===== config.mk =====
export PLATFORM = sky130hd
export DESIGN_NAME = handshake_fifo_counted
export DESIGN_NICKNAME = d
export VERILOG_FILES = /design/src/rtl/handshake_fifo_counted.sv
export SDC_FILE = /design/constraint.sdc
export NUM_CORES = 1
export LEC_CHECK = 0
export ABC_AREA = 1
export CORE_MARGIN = 4
export CORE_UTILIZATION = 50
export CTS_CLUSTER_DIAMETER = 60
export DETAILED_ROUTE_END_ITERATION = 8
export PLACE_DENSITY_LB_ADDON = 0.15
export RECOVER_POWER = 50
export SLEW_MARGIN = 15
export SYNTH_ARGS = -nofsm -noshare
export SYNTH_HDL_FRONTEND = slang
export SYNTH_SLANG_ARGS = --single-unit

===== constraint.sdc =====
create_clock -name clock -period 3.25 [get_ports clock]
set_clock_uncertainty 0.15 [all_clocks]
set_input_delay 0.325 -clock clock [delete_from_list [all_inputs] [get_ports clock]]
set_output_delay 0.325 -clock clock [all_outputs]
set_load 0.01 [all_outputs]

===== src/rtl/handshake_fifo_counted.sv =====
// handshake_fifo_counted
// Counted FIFO with four-phase req/ack handshakes on both the write (head)
// and read (tail) sides. The producer and the consumer share one clock.
// Acceptance decisions use the registered occupancy count, so data never
// falls through in the cycle it is written, and overflow or underflow
// cannot occur.

module handshake_fifo_counted #(
  parameter int FIFO_WORD_SIZE    = 8,
  parameter int FIFO_POINTER_BITS = 2,
  parameter int ALMOST_FULL_LEVEL = 3
) (
  input  logic                         clock,
  input  logic                         clear,
  input  logic [FIFO_WORD_SIZE-1:0]    inValue,
  input  logic                         inReq,
  output logic                         inAck,
  input  logic                         outReq,
  output logic                         outAck,
  output logic [FIFO_WORD_SIZE-1:0]    outValue,
  output logic [FIFO_POINTER_BITS:0]   count,
  output logic                         full,
  output logic                         empty,
  output logic                         almostFull
);

  localparam int DEPTH = 1 << FIFO_POINTER_BITS;
  localparam logic [FIFO_POINTER_BITS:0] DEPTH_COUNT = (FIFO_POINTER_BITS + 1)'(DEPTH);
  localparam logic [FIFO_POINTER_BITS:0] ALMOST_COUNT = (FIFO_POINTER_BITS + 1)'(ALMOST_FULL_LEVEL);

  typedef enum logic {
    WAIT_REQ_HIGH = 1'b0,
    WAIT_REQ_LOW  = 1'b1
  } hs_state_t;

  hs_state_t head_state, head_next;
  hs_state_t tail_state, tail_next;

  logic push_accept;
  logic pull_accept;

  logic [FIFO_POINTER_BITS-1:0] head_ptr;
  logic [FIFO_POINTER_BITS-1:0] tail_ptr;
  logic [FIFO_WORD_SIZE-1:0]    buffer [DEPTH];

  // Flags are plain decodes of the registered occupancy.
  assign full       = (count == DEPTH_COUNT);
  assign empty      = (count == '0);
  assign almostFull = (count >= ALMOST_COUNT);

  // Head state register; leaving reset in WAIT_REQ_LOW keeps a stale req from starting a write.
  always_ff @(posedge clock) begin
    if (clear) head_state <= WAIT_REQ_LOW;
    else       head_state <= head_next;
  end

  // Head next-state: take a write on a request when a slot is free, then wait for req to drop.
  always_comb begin
    head_next   = head_state;
    push_accept = 1'b0;
    case (head_state)
      WAIT_REQ_HIGH: begin
        if (inReq && !full) begin
          push_accept = 1'b1;
          head_next   = WAIT_REQ_LOW;
        end
      end
      WAIT_REQ_LOW: begin
        if (!inReq) head_next = WAIT_REQ_HIGH;
      end
      default: head_next = WAIT_REQ_LOW;
    endcase
  end

  // Tail state register; same reset treatment as the head.
  always_ff @(posedge clock) begin
    if (clear) tail_state <= WAIT_REQ_LOW;
    else       tail_state <= tail_next;
  end

  // Tail next-state: hand out a word on a request when data is stored, then wait for req to drop.
  always_comb begin
    tail_next   = tail_state;
    pull_accept = 1'b0;
    case (tail_state)
      WAIT_REQ_HIGH: begin
        if (outReq && !empty) begin
          pull_accept = 1'b1;
          tail_next   = WAIT_REQ_LOW;
        end
      end
      WAIT_REQ_LOW: begin
        if (!outReq) tail_next = WAIT_REQ_HIGH;
      end
      default: tail_next = WAIT_REQ_LOW;
    endcase
  end

  // Write ack rises with an accepted write and falls once req is seen low.
  always_ff @(posedge clock) begin
    if (clear)                                   inAck <= 1'b0;
    else if (push_accept)                        inAck <= 1'b1;
    else if (head_state == WAIT_REQ_LOW && !inReq) inAck <= 1'b0;
  end

  // Read ack and registered read data; outValue holds until the next accepted pull.
  always_ff @(posedge clock) begin
    if (clear) begin
      outAck   <= 1'b0;
      outValue <= '0;
    end else if (pull_accept) begin
      outAck   <= 1'b1;
      outValue <= buffer[tail_ptr];
    end else if (tail_state == WAIT_REQ_LOW && !outReq) begin
      outAck   <= 1'b0;
    end
  end

  // Storage array; contents are not cleared, since the pointers and count make them unreachable.
  always_ff @(posedge clock) begin
    if (push_accept) buffer[head_ptr] <= inValue;
  end

  // Pointers wrap naturally at DEPTH; full and empty are told apart by count.
  always_ff @(posedge clock) begin
    if (clear) begin
      head_ptr <= '0;
      tail_ptr <= '0;
    end else begin
      if (push_accept) head_ptr <= head_ptr + 1'b1;
      if (pull_accept) tail_ptr <= tail_ptr + 1'b1;
    end
  end

  // Occupancy: a simultaneous write and read leave it unchanged.
  always_ff @(posedge clock) begin
    if (clear) begin
      count <= '0;
    end else if (push_accept && !pull_accept) begin
      count <= count + 1'b1;
    end else if (pull_accept && !push_accept) begin
      count <= count - 1'b1;
    end
  end

endmodule

After elaboration in Yosys (flattened, before gate mapping). Memories as Yosys holds them, arrays and structs flattened. A register that Yosys moved wholly into a read port is not among the register bits. Cells that the tools add are included.

Bits in writable memories: 32. Register bits: 11. Memory bits (read-only): 0. Input port bits: 12. Output and inout port bits: 16. Bits in latches: 0. Memories kept: 1. Logic and storage cells: 48.

Memories: buffer (depth 4, bits a word 8, rd ports 1, clocked after Yosys merged registers in 1, write ports 1, line 44) `logic [FIFO_WORD_SIZE-1:0] buffer [DEPTH];`.

$lt $le $gt $ge: 1. Equality and inequality tests: 1. Mux-type cells: 16. Bitwise gates (word level): 2. $mul: 0. Reduce and logical (&&, ||, !) cells: 16. Add/subtract/negate cells: 4. Shift-type cells: 0. Div/mod/pow operators: 0.

Operator list (number): $mux W1 (12); $logic_and A1 B1 Y1 (6); $logic_not A1 Y1 (6); $mux W3 (2); $reduce_bool A2 Y1 (3); $add A2 B1 Y2 const B (2); $pmux W1 S2 (2); $add A3 B1 Y3 const B (1); $eq A3 B3 Y1 const B (1); $ge A3 B2 Y1 const B (1); $logic_not A3 Y1 (1); $sub A3 B1 Y3 const B (1); $not A1 Y1 (2).

Longest topological paths before layout.
Depth in word-level cells: 9. Mapped depth: 13. Mapped depth without buffers: 13.

Worst setup path after synthesis. Ideal clock, no wire load.

Path type: reg2reg. Start: register count[0]. End: register count[2]. Setup slack: 1242 ps. Arrival: 1745 ps. Clock period less this slack: 2008 ps. Cell stages (with the launch flop): 14. Required time: 2987 ps. Setup time: 113 ps. Path buffers: 0. Path through: dfxtp_1 -> nor2_2 -> nand2_1 -> nand3_2 -> inv_1 -> ha_1 -> inv_1 -> fa_1 -> inv_1 -> nand2_1 -> nand3_1 -> nand2_1 -> nand2_1 -> nor2_1.

Word-level cells in the longest chain between the ends: 8. Elaborated cells between the ends (all ways): 19. Classes of those cells: add/sub (2); eq/ne (1); mux (6); reduce/logical (10).

Ends and longest elaborated chain: start: declaration (line 21) `output logic [FIFO_POINTER_BITS:0] count,`; start signal: assignment (line 140) `count <= count + 1'b1;`; start signal: assignment (line 142) `count <= count - 1'b1;`; $eq A3 B3 Y1 * (line 47) `assign full = (count == DEPTH_COUNT);`; $logic_not A1 Y1 * (line 63) `if (inReq && !full) begin`; $logic_and A1 B1 Y1 * (line 63); $mux W1 * (line 63); $mux W1 * (line 61) `case (head_state)`; via push_accept (line 39) `logic push_accept;`; $logic_not A1 Y1 (line 141) `end else if (pull_accept && !push_accept) begin`; $logic_and A1 B1 Y1 (line 141); $reduce_bool A2 Y1 (no line).

The timed path passes the listed nets; every way through them passes the cells marked *. The select of a mux whose other input is x is not followed. A chain may end at the register's enable or synchronous reset.

Worst setup path in the final report.
Start: register count[0]. End: register count[2].

Word-level cells in the longest chain between the ends: 8. Elaborated cells between the ends (all ways): 19. Classes of those cells: add/sub (2); eq/ne (1); mux (6); reduce/logical (10).

Ends and longest elaborated chain (line): $eq A3 B3 Y1 / $logic_not A3 Y1 (equally long branches) (47, 48); $logic_not A1 Y1, on equally long branches (63, 87); $logic_and A1 B1 Y1, on equally long branches (63, 87); $mux W1, on equally long branches (63, 87); $mux W1, on equally long branches (61, 85); $logic_not A1 Y1, on equally long branches (141, 139); $logic_and A1 B1 Y1, on equally long branches (141, 139); $reduce_bool A2 Y1 (no line) / $mux W3 (equally long branches).

Several ways; a longest one is shown, not always the timed one. The select of a mux whose other input is x is not followed.

==> out/metrics.csv <==
metric,value,unit
num_rows,24,
hold_end,inAck,
p_per_area,470,nW/um^2
insertion_delay,0.30,ns
swShare,25.3,%
max_freq,0.408,GHz
final_antenna_net_count,0,
syn-num-nets,280,
cts_resized,0,
p_leak,1.27,nW
fin_crit,2.45,ns
hold_class,flip-flop to flip-flop,
ys_top_cells_by_count,"71 x nand2_1, 60 x inv_1, 32 x edfxtp_1",
grt_usage,13.8,%
dp_hpwl,2.66,mm
finalCritPeriodShare,75.4,%
first_iter_violations,65,
grt_max_degree,22,
cts_buffers,5,
path_max_fanout,21,
synthTopCellsByArea,"edfxtp_1 42%, dfxtp_1 16%, nand2_1 12%",
fp.dieW,76.0,um
drc,0,
seq_area,1340,sq um
critPathKind,flip-flop to flip-flop,
grt_pass1_vias,1327,
r2r-start,count[0],
pwr-share-seq,58.1,%
hold_viol,0,
port_buffers,27,
power.internal,0.000943,W
fin_setup_tns,0,ns
synth_most_common_cell,nand2_1,
power_frac_comb,14.0,%
worstSetupEndpointType,flip-flop,
netlist_area,2310,sq um
slew_headroom,45.4,%
hold_buffers,0,
area_growth,16.1,%
drive_above_1_share,5.10,%
antenna_cells,0,
yosys_warnings,0,
hold_path.startpoint,inAck,
die_h,76.0,um
grt_pass1_wl,6.17,mm
async_flop_share,0,%
first_pass_iters,4,
cts_tree,done,
reg2reg_slack,0.80,ns
die-area,5770,sq um
core_area,4410,sq um
cp.required,3.30,ns
layout.nets,311,
ys_seq_area_share,58.0,%
cp_common_cell,nand2_1,
multi_input_area,652,sq um
via_count,1567,
rsz0062_at_grt,no,
status,"complete, no violations",
synth_edf_count,32,
fin_util,60.8,%
antenna_found_initial,0,
yosys.cell_types.count,22,
gp_congestion,0.742,
ir_worst_vdd,0.270,mV
ys_ff_latch,51,
cts_setup_buffers,0,
cpLargestDelayFamily,simple AND/OR/NAND/NOR gates,
yosysTopAreaCellShare,41.6,%
ioPinCount,28,
clock_path_buffers,2,
timing.max_cap.violations,0,
clkTransAtPathRegs,0.09,ns
cts_max_level,2,
worst_path_max_delay_cell,nand2_1,
initial_core_util,52.4,%
cp_slowest_stage_delay,0.51,ns
via_per_inst,4.53,
clockRootBuffer,clkbuf_8,
synthFlopType,edfxtp_1,
worst_hold_path.num_cells,2,
wl_per_cell,11.2,um
worstPathArrival,2.50,ns
reg2reg_depth,12,
slew_violations,0,
fillers,391,
drt-total-wl,3.88,mm
syn_inst,262,
power_frac_clock,27.9,%
postSynthAreaPerCell,8.82,sq um
synth_top_cell_by_area,edfxtp_1,
clkSinkCount,51,
r2r-end,count[2],
startpoint_type,flip-flop,
critPathBufInv,2,
setup_viol,0,
switchingPower,0.000319,W
worstMarginPinSlew,0.817,ns
fin_hold_ws,0.329,ns
path_cells,"nor2_1, nand2_1, nand2_1, ha_1, inv_1, fa_1, inv_1, nand2_1, nand3_1, nand2_1, nand2_1, nor2_1",
overflow,0,
==> worst max-delay path by stage <==
stage               slack [ns]  cells past startpoint  endpoint     start
floorplan                 1.24                     13  count[2]  count[0]
global placement          0.79                     13  count[2]    outReq
detailed placement        0.75                     13  count[2]    outReq
CTS                       1.05                     11  count[2]  count[0]
global route              0.45                     11  count[2]  count[0]
finish                    0.80                     12  count[2]  count[0]
==> per-stage QoR <==
stage               cell area [sq um]  power, W  std cells  worst slack (ns)
finish                           2680   0.00126        346             0.801
global route                     2680   0.00133        346             0.454
CTS                              2700   0.00128        346              1.05
detailed placement               2610  0.000938        338             0.746
global placement                 2610  0.000934        338             0.794
floorplan                        2310  0.000861        262              1.24
==> metal layers <==
metal  wire length (um)  part of all wire, %  up-vias  global-route usage, %
met5                  0                    0        -                      0
met4                 72                  1.9        0                   5.87
met3                190                  4.9        7                   4.14
met2               1780                   46       30                   21.7
met1               1840                   47      677                   17.5
li1                   -                    -      853                      -
==> flip-flops by register name (all words and copies together) (netlist names) <==
| signal | count |
|---|---|
| buffer | 32 |
| count | 3 |
| head_ptr | 2 |
| head_state | 1 |
| inAck | 1 |
| outAck | 1 |
| outValue | 8 |
| tail_ptr | 2 |
| tail_state | 1 |
==> logic make-up after synthesis <==
logic type      after synthesis  synth area share, %
fa+ha+maj                     6                 3.57
buf+inv                      69                 13.2
simple gates                126                 22.9
compound gates               10                 2.27
flops                        51                 58.0
==> power groups by stage <==
stage	clock network (W)	registers (W)	logic, W
detailed placement	0	0.000751	0.000187
CTS	0.000359	0.000736	0.000188
global placement	0	0.000750	0.000184
floorplan	0	0.000750	0.000112
global route	0.000393	0.000738	0.000200
finish	0.000352	0.000734	0.000176
==> cell type report <==
cell class,instances,share of cell area (%)
Tap cell,52,2.42
Inverter,62,8.95
Clock buffer,6,2.70
Timing Repair Buffer,31,11.2
Clock inverter,2,0.466
Sequential cell,51,50.0
Multi-Input combinational cell,142,24.3
==> cell usage in the layout, fill, tap and decap left out <==
cell / instances
inv_1: 60
dlygate4sd3_1: 18
edfxtp_1: 32
nand2_2: 2
nor2_4: 1
fa_1: 1
buf_4: 4
inv_8: 1
clkbuf_1: 1
dfxtp_1: 19
nand2_1: 73
a21oi_1: 5
clkdlybuf4s50_1: 9
nand4_1: 2
o21ai_0: 4
clkinvlp_4: 1
clkinv_1: 1
o211ai_1: 1
nor2_1: 27
clkbuf_8: 5
ha_1: 5
nand3_1: 21
clkinv_2: 1
==> worst min-delay path: stages, from the launching register on <==
cell and delay, ns:
dfxtp_1 0.31, o21ai_0 0.06, a21oi_1 0.06
Power figures use the tool's default switching activity.
